[config.mk]
export PLATFORM = sky130hd
export DESIGN_NAME = filter_stream_arbiter
export DESIGN_NICKNAME = d
export VERILOG_FILES = /design/src/rtl/filter_stream_arbiter.sv
export SDC_FILE = /design/constraint.sdc
export NUM_CORES = 1
export LEC_CHECK = 0
export CORE_MARGIN = 10
export CORE_UTILIZATION = 40
export CTS_CLUSTER_DIAMETER = 30
export DETAILED_ROUTE_END_ITERATION = 6
export SLEW_MARGIN = 20
export SYNTH_ARGS = -nofsm -noshare
export SYNTH_HDL_FRONTEND = slang
export SYNTH_SLANG_ARGS = --single-unit
[constraint.sdc]
create_clock -name clk_i -period 2.58 [get_ports clk_i]
set_input_delay 0.387 -clock clk_i [delete_from_list [all_inputs] [get_ports clk_i]]
set_output_delay 0.387 -clock clk_i [all_outputs]
set_load 0.1 [all_outputs]
[src/rtl/filter_stream_arbiter.sv]
// rtl/filter_stream_arbiter.sv - packet-granular round-robin arbiter feeding the filter datapath
// Two AXIS sources share one filter input; per-packet grants, guard gaps and a length watchdog.
module filter_stream_arbiter #(
  parameter int DATA_W      = 8,
  parameter int GAP_CYCLES  = 4,
  parameter int MAX_PKT_LEN = 4096
) (
  input  logic              clk_i,
  input  logic              rstn_i,
  input  logic [DATA_W-1:0] s0_axis_tdata_i,
  input  logic              s0_axis_tvalid_i,
  input  logic              s0_axis_tlast_i,
  output logic              s0_axis_tready_o,
  input  logic [DATA_W-1:0] s1_axis_tdata_i,
  input  logic              s1_axis_tvalid_i,
  input  logic              s1_axis_tlast_i,
  output logic              s1_axis_tready_o,
  output logic [DATA_W-1:0] m_axis_tdata_o,
  output logic              m_axis_tvalid_o,
  output logic              m_axis_tlast_o,
  output logic              grant_o,
  output logic              busy_o,
  output logic              trunc_o
);

  localparam int BEAT_W   = $clog2(MAX_PKT_LEN + 1);
  localparam int GAP_W    = (GAP_CYCLES > 0) ? $clog2(GAP_CYCLES + 1) : 1;
  localparam int GAP_LAST = (GAP_CYCLES > 0) ? GAP_CYCLES - 1 : 0;

  typedef enum logic [2:0] {IDLE, GRANT0, GRANT1, DRAIN, GAP} state_e;

  state_e              state_q;
  logic                grant_q;
  logic                last_grant_q;
  logic [BEAT_W-1:0]   beat_cnt_q;
  logic [BEAT_W-1:0]   beat_cnt_d;
  logic [GAP_W-1:0]    gap_cnt_q;
  logic [DATA_W-1:0]   m_tdata_q;
  logic                m_tvalid_q;
  logic                m_tlast_q;
  logic                trunc_q;

  logic                owner_ready;
  logic                sel_valid;
  logic                sel_last;
  logic [DATA_W-1:0]   sel_data;
  logic                accept;

  // Readies come straight from registered state so the sources never see a combinational path.
  assign s0_axis_tready_o = (state_q == GRANT0) || (state_q == DRAIN && !grant_q);
  assign s1_axis_tready_o = (state_q == GRANT1) || (state_q == DRAIN &&  grant_q);

  assign owner_ready = grant_q ? s1_axis_tready_o : s0_axis_tready_o;
  assign sel_valid   = grant_q ? s1_axis_tvalid_i : s0_axis_tvalid_i;
  assign sel_last    = grant_q ? s1_axis_tlast_i  : s0_axis_tlast_i;
  assign sel_data    = grant_q ? s1_axis_tdata_i  : s0_axis_tdata_i;
  assign accept      = sel_valid && owner_ready;
  assign beat_cnt_d  = beat_cnt_q + 1'b1;

  assign m_axis_tdata_o  = m_tdata_q;
  assign m_axis_tvalid_o = m_tvalid_q;
  assign m_axis_tlast_o  = m_tlast_q;
  assign trunc_o         = trunc_q;
  assign grant_o         = grant_q;
  assign busy_o          = (state_q != IDLE);

  always_ff @(posedge clk_i or negedge rstn_i) begin
    if (!rstn_i) begin
      state_q      <= IDLE;
      grant_q      <= 1'b0;
      last_grant_q <= 1'b1;
      beat_cnt_q   <= '0;
      gap_cnt_q    <= '0;
      m_tdata_q    <= '0;
      m_tvalid_q   <= 1'b0;
      m_tlast_q    <= 1'b0;
      trunc_q      <= 1'b0;
    end else begin
      m_tvalid_q <= 1'b0;
      m_tlast_q  <= 1'b0;
      trunc_q    <= 1'b0;
      case (state_q)
        IDLE: begin
          if (s0_axis_tvalid_i && (!s1_axis_tvalid_i || last_grant_q)) begin
            state_q      <= GRANT0;
            grant_q      <= 1'b0;
            last_grant_q <= 1'b0;
            beat_cnt_q   <= '0;
          end else if (s1_axis_tvalid_i) begin
            state_q      <= GRANT1;
            grant_q      <= 1'b1;
            last_grant_q <= 1'b1;
            beat_cnt_q   <= '0;
          end
        end
        GRANT0, GRANT1: begin
          if (accept) begin
            m_tvalid_q <= 1'b1;
            m_tdata_q  <= sel_data;
            beat_cnt_q <= beat_cnt_d;
            if (sel_last) begin
              m_tlast_q <= 1'b1;
              gap_cnt_q <= '0;
              state_q   <= (GAP_CYCLES > 0) ? GAP : IDLE;
            end else if (beat_cnt_d == BEAT_W'(MAX_PKT_LEN)) begin
              // Runaway packet: close it towards the filter, swallow the rest.
              m_tlast_q <= 1'b1;
              trunc_q   <= 1'b1;
              state_q   <= DRAIN;
            end
          end
        end
        DRAIN: begin
          if (accept && sel_last) begin
            gap_cnt_q <= '0;
            state_q   <= (GAP_CYCLES > 0) ? GAP : IDLE;
          end
        end
        GAP: begin
          if (gap_cnt_q == GAP_W'(GAP_LAST)) begin
            state_q <= IDLE;
          end else begin
            gap_cnt_q <= gap_cnt_q + 1'b1;
          end
        end
        default: state_q <= IDLE;
      endcase
    end
  end

endmodule
# After elaboration in Yosys (flattened, before gate mapping)
# Cells that the tools add are included.
# totals
register_bits	32
in_bits	22
out_inout_bits	15
wordCells	77
# op_classes
n_addsub	2
eq_ne	13
n_mux	32
n_reduce_logical	21
# ops
op	n
2-to-1 mux 13 bit	3
2-to-1 mux 3 bit	11
case mux 13 bit (2 select lines)	1
2-to-1 mux 1 bit	14
adder 13 x 1 -> 13 bit (second input constant)	1
equality test 13 bit (second input constant)	1
case mux 3 bit (4 select lines)	1
AND reduction 5 bit	2
equality test 3 x 2 -> 1 bit (second input constant)	3
case mux 3 bit (3 select lines)	1
2-to-1 mux 8 bit	1
!= test 2 bit (second input constant)	4
!= test 3 bit (second input constant)	2
nonzero test 3 bit	2
logical AND 1 bit	5
AND reduction 2 bit	2
nonzero test 2 bit	2
adder 3 x 1 -> 3 bit (second input constant)	1
equality test 3 x 1 -> 1 bit (second input constant)	1
equality test 3 bit (second input constant)	1
zero test 3 bit	1
logical OR 1 bit	3
AND reduction 3 bit	1
zero test 1 bit	2
other kinds (2)	2

# Depth between registers and ports, before layout
# Gate-level depths: netlist (run 1).
# depth
depth_word	8
ltp_mapped	7

# Least setup slack after synthesis (run 1)
# Ideal clock, no wire load.
# synth_timing
path_kind	flip-flop to output port
start	register grant_q, in the netlist grant_o
end	output s0_axis_tready_o
arrival_time_ps	3661
t_required_ps	2193
setup_slack_ps	-1468
stages_incl_launch_ff	4
path_buffers	2
cell_sequence	dfrtp_1 > clkbuf_1 > buf_1 > a211oi_1
# synth_between
elab_chain_len	3
# synth_lines
item	line_no	rtl
start, declared	33	logic grant_q;
start signal, assigned	70	grant_q <= 1'b0;
start signal, assigned	86	grant_q <= 1'b0;
start signal, assigned	91	grant_q <= 1'b1;
zero test 1 bit	50	assign s0_axis_tready_o = (state_q == GRANT0) || (state_q == DRAIN && !grant_q);
logical AND 1 bit	50	
logical OR 1 bit	50	
end, declared	13	output logic s0_axis_tready_o,
# No other way between the ends.

# Final worst setup path (run 1)
# layout_timing
start	register state_q[1]
end	output busy_o
# layout_between
elab_chain_len	1
# layout_lines
item	line_no	rtl
start, declared	32	state_e state_q;
start signal, assigned	104	state_q <= (GAP_CYCLES > 0) ? GAP : IDLE;
start signal, assigned	116	state_q <= (GAP_CYCLES > 0) ? GAP : IDLE;
nonzero test 3 bit	65	assign busy_o = (state_q != IDLE);
end, declared	22	output logic busy_o,
# No other way between the ends.

==> results of run 1 <==
-- metrics by stage --
stage               hold WS (ps)  setup WS, ps
floorplan                   91.4          -116
global placement             466           484
detailed placement           479           423
CTS                          494           395
global route                 518           255
finish                       490           378
-- report_power, final --
group	switching, W	internal (W)
sequential	0.000163	0.000639
clock	0.000188	0.000286
combinational	0.00126	0.000528
-- area by class of cell --
cell class / instances / area share
multi-input combinational: 146 / 0.406
sequential: 32 / 0.337
timing repair buffer: 42 / 0.165
clock buffer: 6 / 0.0305
tap: 52 / 0.0274
inverter: 12 / 0.0189
clock inverter: 2 / 0.0147
-- layer usage --
metal,vias to the layer above,GRT usage,share of wire
met4,0,0.0514,0.012
li1,818,-,-
met3,6,0.0450,0.069
met2,59,0.195,0.47
met5,-,0,0
met1,782,0.162,0.45
-- synth_stat cells, types with 2 or more instances --
library cell	count	share of area
clkbuf_1	8	0.016
buf_6	2	0.012
inv_2	2	0.0040
o21ai_1	7	0.019
and3_2	2	0.0080
nor3_1	5	0.013
ha_1	3	0.020
inv_1	10	0.020
nand3_1	6	0.016
and3_1	2	0.0066
a21oi_1	8	0.021
a32oi_1	2	0.0093
nand2_1	20	0.040
a21o_1	2	0.0080
a31oi_1	9	0.030
a22o_1	4	0.019
or3_1	2	0.0066
nand4_1	5	0.017
and4_1	2	0.0093
mux2i_1	11	0.058
nor2_1	11	0.022
and2_1	2	0.0066
xnor2_1	2	0.0093
buf_4	3	0.012
o21ai_0	20	0.053
dfrtp_1	31	0.41
-- cell families (layout without fill, tap and decap cells) --
| kind of cell | count (synthesis) | count (layout) | synth area share |
|---|---|---|---|
| fa+ha+maj | 3 | 3 | 0.0199 |
| buf+inv | 29 | 62 | 0.0756 |
| xor+xnor | 3 | 3 | 0.0139 |
| simple gates | 65 | 65 | 0.180 |
| flops | 32 | 32 | 0.425 |
| compound gates | 63 | 63 | 0.221 |
| mux | 12 | 12 | 0.0643 |
-- final timing paths --
kind	startpoint	to	cells past startpoint
max in group asynchronous	rstn_i	last_grant_q$_DFFE_PN1P_	2
min in group asynchronous	rstn_i	m_axis_tdata_o[6]$_DFFE_PN0P_	2
hold / removal	m_axis_tdata_o[3]$_DFFE_PN0P_	m_axis_tdata_o[3]$_DFFE_PN0P_	2
setup reg to reg	beat_cnt_q[4]$_DFFE_PN0P_	state_q[0]$_DFFE_PN0P_	5
setup / recovery	state_q[1]$_DFFE_PN0P_	busy_o	3
hold reg to reg	m_axis_tdata_o[3]$_DFFE_PN0P_	m_axis_tdata_o[3]$_DFFE_PN0P_	2
-- registers in the layout, summed over array words and instances, names as in the netlist --
signal           cells
state_q              3
m_axis_tlast_o       1
beat_cnt_q          13
last_grant_q         1
grant_o              1
trunc_o              1
gap_cnt_q            3
m_axis_tvalid_o      1
m_axis_tdata_o       8
-- layout by cell type (no fill, tap or decap), types with 3 or more instances in the layout --
master,netlist,routed
a31oi_1,9,9
nor3_1,5,4
ha_1,3,3
o21ai_0,20,20
clkdlybuf4s50_1,0,21
a22o_1,4,4
clkbuf_8,0,5
mux2i_1,11,11
o21ai_1,7,7
dfrtp_1,31,31
nand3_1,6,6
nand2_1,20,20
nor2_1,11,11
inv_1,10,10
nand4_1,5,5
buf_4,3,19
a21oi_1,8,8
-- critical path, cell delays in order, from the launching register on --
cell	delay [ps]
dfrtp_1	560
nor3_1	630
inv_2	70
buf_4	250
==> flow_summary_export.csv, run 1 <==
group,metric,value,unit
run_status,status,"complete, no violations",
setup_path,path_max_fanout,16,
layout,multi_input_area,966,um2
layout,seq_area,802,um2
drt,dr.first_iter.drc_count,128,
sta,finalWorstPathRequiredPeriod,2200,ps
synthesis,synth.net_count,232,
sta,finalSetupViolations,0,
drt,wl_per_cell,15.8,um
sta,slew_viol_final,0,
layout,nets,264,
sta,worst_pin_slew,657,ps
grt,grt_usage,0.128,
layout,fillers,410,
power,powerDensity,1290,nW/um2
setup_path,path_class,"flip-flop to output port",
place,gp_congestion,0.789,
grt,antenna_found_initial,0,
floorplanning,pin_count,37,
hold_path,min_path_type,"flip-flop to flip-flop",
clocking,h-tree-depth,2,
clocking,clock-root-buffer,"clkbuf_8",
drt,postRouteAntennaNets,0,
drt,totalWireLength,4600,um
synthesis,synth.cell_area,1890,um2
floorplanning,start_util,0.422,
place,place_area,2270,um2
clocking,clk_pin_slew_worst_paths,70,ps
synthesis,yosysWarnings,0,
layout,drive_gt1_frac,0.175,
layout,layout-area-overhead-vs-synth,26.1,%
sta,hold_viol,0,
flow_run,drv_cap,0,
sta,max_slew_margin,0.559,
layout,instances_no_fill,292,
power,leakagePower,1.06,nW
power,ir_drop,862,uV
drt,num_vias,1665,
setup_path,crit_path_end_kind,"output port",
layout,antennaDiodeCount,0,
setup_path,worstSetupStartpointType,"flip-flop",
synthesis,netlist-cell-type-count,52,
sta,fin_crit_sh,0.854,
clocking,cts_tree,"done",
place,dp.final_hpwl,3480,um
grt,first_global_vias,1642,
layout,final_area,2380,um2
sta,rsz0062_at_grt,"false",
setup_path,r2r_slack,450,ps
synthesis,yosysSeqAreaShare,0.425,
clocking,clockBufferDepth,2,
drt,viasPerCell,5.70,
clocking,numCtsBuffers,5,
grt,grt_overflow,0,
drt,dr.pass1.iters,4,
sta,fmax,454,MHz
synthesis,ys_ff_latch,32,
sta,clock_skew,3.31,ps
floorplanning,die_w,88.7,um
layout,postLayoutCoreUtil,0.532,
clocking,ctsHoldBuffers,0,
drt,drc_errors,0,
grt,grt_pass1_wl,7980,um
clocking,clkLatencyLatePin,290,ps
floorplanning,dieArea,7860,um2
clocking,post_cts_buffers,0,
synthesis,postSynth.asyncResetShare,1.00,
place,numPortBuffers,36,
floorplanning,rows,24,
floorplanning,core,4470,um2
grt,grt_max_degree,33,
synthesis,synth_edf_count,0,
sta,setup_tns,0,ps
setup_path,arrival,1820,ps
power,p_total,0.00306,W
synthesis,syn_inst,207,
place,dpl.cell_count,284,
setup_path,critPathRequiredTime,2190,ps
clocking,cts.sinks,32,
synthesis,synthFlopType,"dfrtp_1",
clocking,cts_resized,0,
synthesis,synth.avg_cell_area,9.12,um2
floorplanning,die_height,88.7,um
No activity file was read; power rests on OpenSTA's default activity.
==> inputs of run 2 (changes only) <==
--- a/config.mk
+++ b/config.mk
@@ -6,9 +6,10 @@
 export NUM_CORES = 1
 export LEC_CHECK = 0
 export CORE_MARGIN = 10
-export CORE_UTILIZATION = 40
+export CORE_UTILIZATION = 51
 export CTS_CLUSTER_DIAMETER = 30
 export DETAILED_ROUTE_END_ITERATION = 6
+export PLACE_DENSITY = 0.79
 export SLEW_MARGIN = 20
 export SYNTH_ARGS = -nofsm -noshare
 export SYNTH_HDL_FRONTEND = slang
==> run 2 against run 1 <==
  * Sequential share of layout area fell by 0.26 points
  * Global-route usage increased by 1.1 points
  * Die area fell by 17%
  * Core utilization grew 13 points
  * Sequential power rose by 1%
  * Via count fell by 1.1%
  * Register-to-register slack improved by 80 ps
  * Final area is 0.79% higher
  * Routed wire length decreased by 7.4%
  * Cell count down 1.7%
  * Clock power grew 12%
  * Combinational power about the same
  * Critical path type unchanged
  * Highest routed layer unchanged
==> flow_summary_export.csv, run 2 (synthesized netlist as in run 1, its figures left out) <==
group,metric,value,unit
run_status,status,"complete, no violations",
setup_path,arrival,1810,ps
layout,fillers,312,
sta,worst_pin_slew,610,ps
layout,antennaDiodeCount,0,
drt,postRouteAntennaNets,0,
layout,layout-area-overhead-vs-synth,27.1,%
grt,first_global_vias,1658,
floorplanning,die_height,80.8,um
floorplanning,pin_count,37,
place,numPortBuffers,36,
floorplanning,dieArea,6530,um2
grt,grt_pass1_wl,7380,um
setup_path,path_class,"flip-flop to output port",
setup_path,path_max_fanout,16,
sta,finalWorstPathRequiredPeriod,2190,ps
clocking,cts.sinks,32,
clocking,clk_pin_slew_worst_paths,70,ps
power,leakagePower,1.07,nW
clocking,clock-root-buffer,"clkbuf_8",
layout,layout_common_cells,"31 x dfrtp_1, 21 x clkdlybuf4s50_1, 20 x nand2_1, 20 x o21ai_0, 17 x buf_4",
drt,viasPerCell,5.74,
layout,nets,263,
grt,grt_max_degree,33,
sta,fmax,456,MHz
sta,slew_viol_final,0,
layout,final_common_cell,"dfrtp_1",
layout,multi_input_area,966,um2
hold_path,min_path_type,"primary input to asynchronous set/reset pin",
clocking,cts_tree,"done",
setup_path,worstSetupStartpointType,"flip-flop",
drt,num_vias,1646,
layout,drive_gt1_frac,0.176,
grt,grt_usage,0.139,
layout,seq_area,802,um2
setup_path,worstRegToRegCells,5,
drt,dr.first_iter.drc_count,143,
power,ir_drop,803,uV
sta,clock_skew,9.48,ps
grt,antenna_found_initial,0,
layout,largest-register,"beat_cnt_q",
floorplanning,rows,22,
floorplanning,start_util,0.523,
floorplanning,core,3610,um2
sta,finalSetupViolations,0,
sta,setup_tns,0,ps
layout,largest_reg_flops,13,
clocking,clkLatencyLatePin,290,ps
sta,max_slew_margin,0.590,
setup_path,max_stage_delay,610,ps
drt,dr.pass1.iters,4,
setup_path,crit_path_end_kind,"output port",
clocking,cts_resized,0,
drt,drc_errors,0,
sta,fin_crit_sh,0.850,
setup_path,cp_slowest_cell,"nor3_1",
sta,rsz0062_at_grt,"false",
clocking,clockBufferDepth,2,
clocking,post_cts_buffers,0,
place,place_area,2270,um2
place,gp_congestion,0.858,
setup_path,path_cells,"nor3_1 -> inv_2 -> buf_4",
power,powerDensity,1300,nW/um2
layout,postLayoutCoreUtil,0.665,
place,dp.final_hpwl,3090,um
setup_path,critPathRequiredTime,2190,ps
clocking,h-tree-depth,2,
floorplanning,die_w,80.8,um
flow_run,drv_cap,0,
layout,final_area,2400,um2
drt,totalWireLength,4270,um
drt,wl_per_cell,14.9,um
clocking,numCtsBuffers,5,
grt,grt_overflow,0,
sta,hold_viol,0,
clocking,ctsHoldBuffers,0,
## run 2: routing by layer
layer / track usage / wire (um) / vias up
li1: - / - / 815
met1: 0.170 / 1920 / 775
met2: 0.220 / 1970 / 51
met3: 0.0486 / 299 / 5
met4: 0.0588 / 68 / 0
met5: 0 / 0 / -
## run 2: path summary, 6_finish.rpt
check,startpoint,to,slack [ps]
setup / recovery,state_q[1]$_DFFE_PN0P_,busy_o,390
hold / removal,rstn_i,state_q[2]$_DFFE_PN0P_,490
setup reg to reg,beat_cnt_q[4]$_DFFE_PN0P_,state_q[1]$_DFFE_PN0P_,530
hold reg to reg,m_axis_tdata_o[6]$_DFFE_PN0P_,m_axis_tdata_o[6]$_DFFE_PN0P_,490
max in group asynchronous,rstn_i,last_grant_q$_DFFE_PN1P_,1770
min in group clk_i,m_axis_tdata_o[6]$_DFFE_PN0P_,m_axis_tdata_o[6]$_DFFE_PN0P_,490
## run 2: where the power goes
| group | internal [W] | total (W) | leakage, nW | switching, W |
|---|---|---|---|---|
| clock network | 0.000341 | 0.000532 | 0.0645 | 0.000191 |
| registers | 0.000638 | 0.000812 | 0.424 | 0.000175 |
| logic | 0.000534 | 0.00178 | 0.580 | 0.00124 |
## run 2: stage by stage
step	setup WS, ps	hold slack [ps]	power, W	instances
after floorplan	-116	91.4	0.00217	207
after global routing	292	516	0.00328	287
after detailed placement	496	480	0.00260	279
after CTS	406	498	0.00314	287
after global placement	534	464	0.00258	279
final	387	485	0.00312	287
## run 2: area by class of cell
cell class,count,area share
Inverter,12,0.0188
Multi-Input combinational cell,146,0.403
Timing Repair Buffer,41,0.166
Clock inverter,1,0.0125
Tap cell,48,0.0251
Sequential cell,32,0.335
Clock buffer,7,0.0402
## run 2: worst max-delay path, delay by kind of cell, from the launching register on
kind | cells | cell delay [ps]
and+or+nand+nor | 1 | 610
buffers and inverters | 2 | 320
DFF | 1 | 590
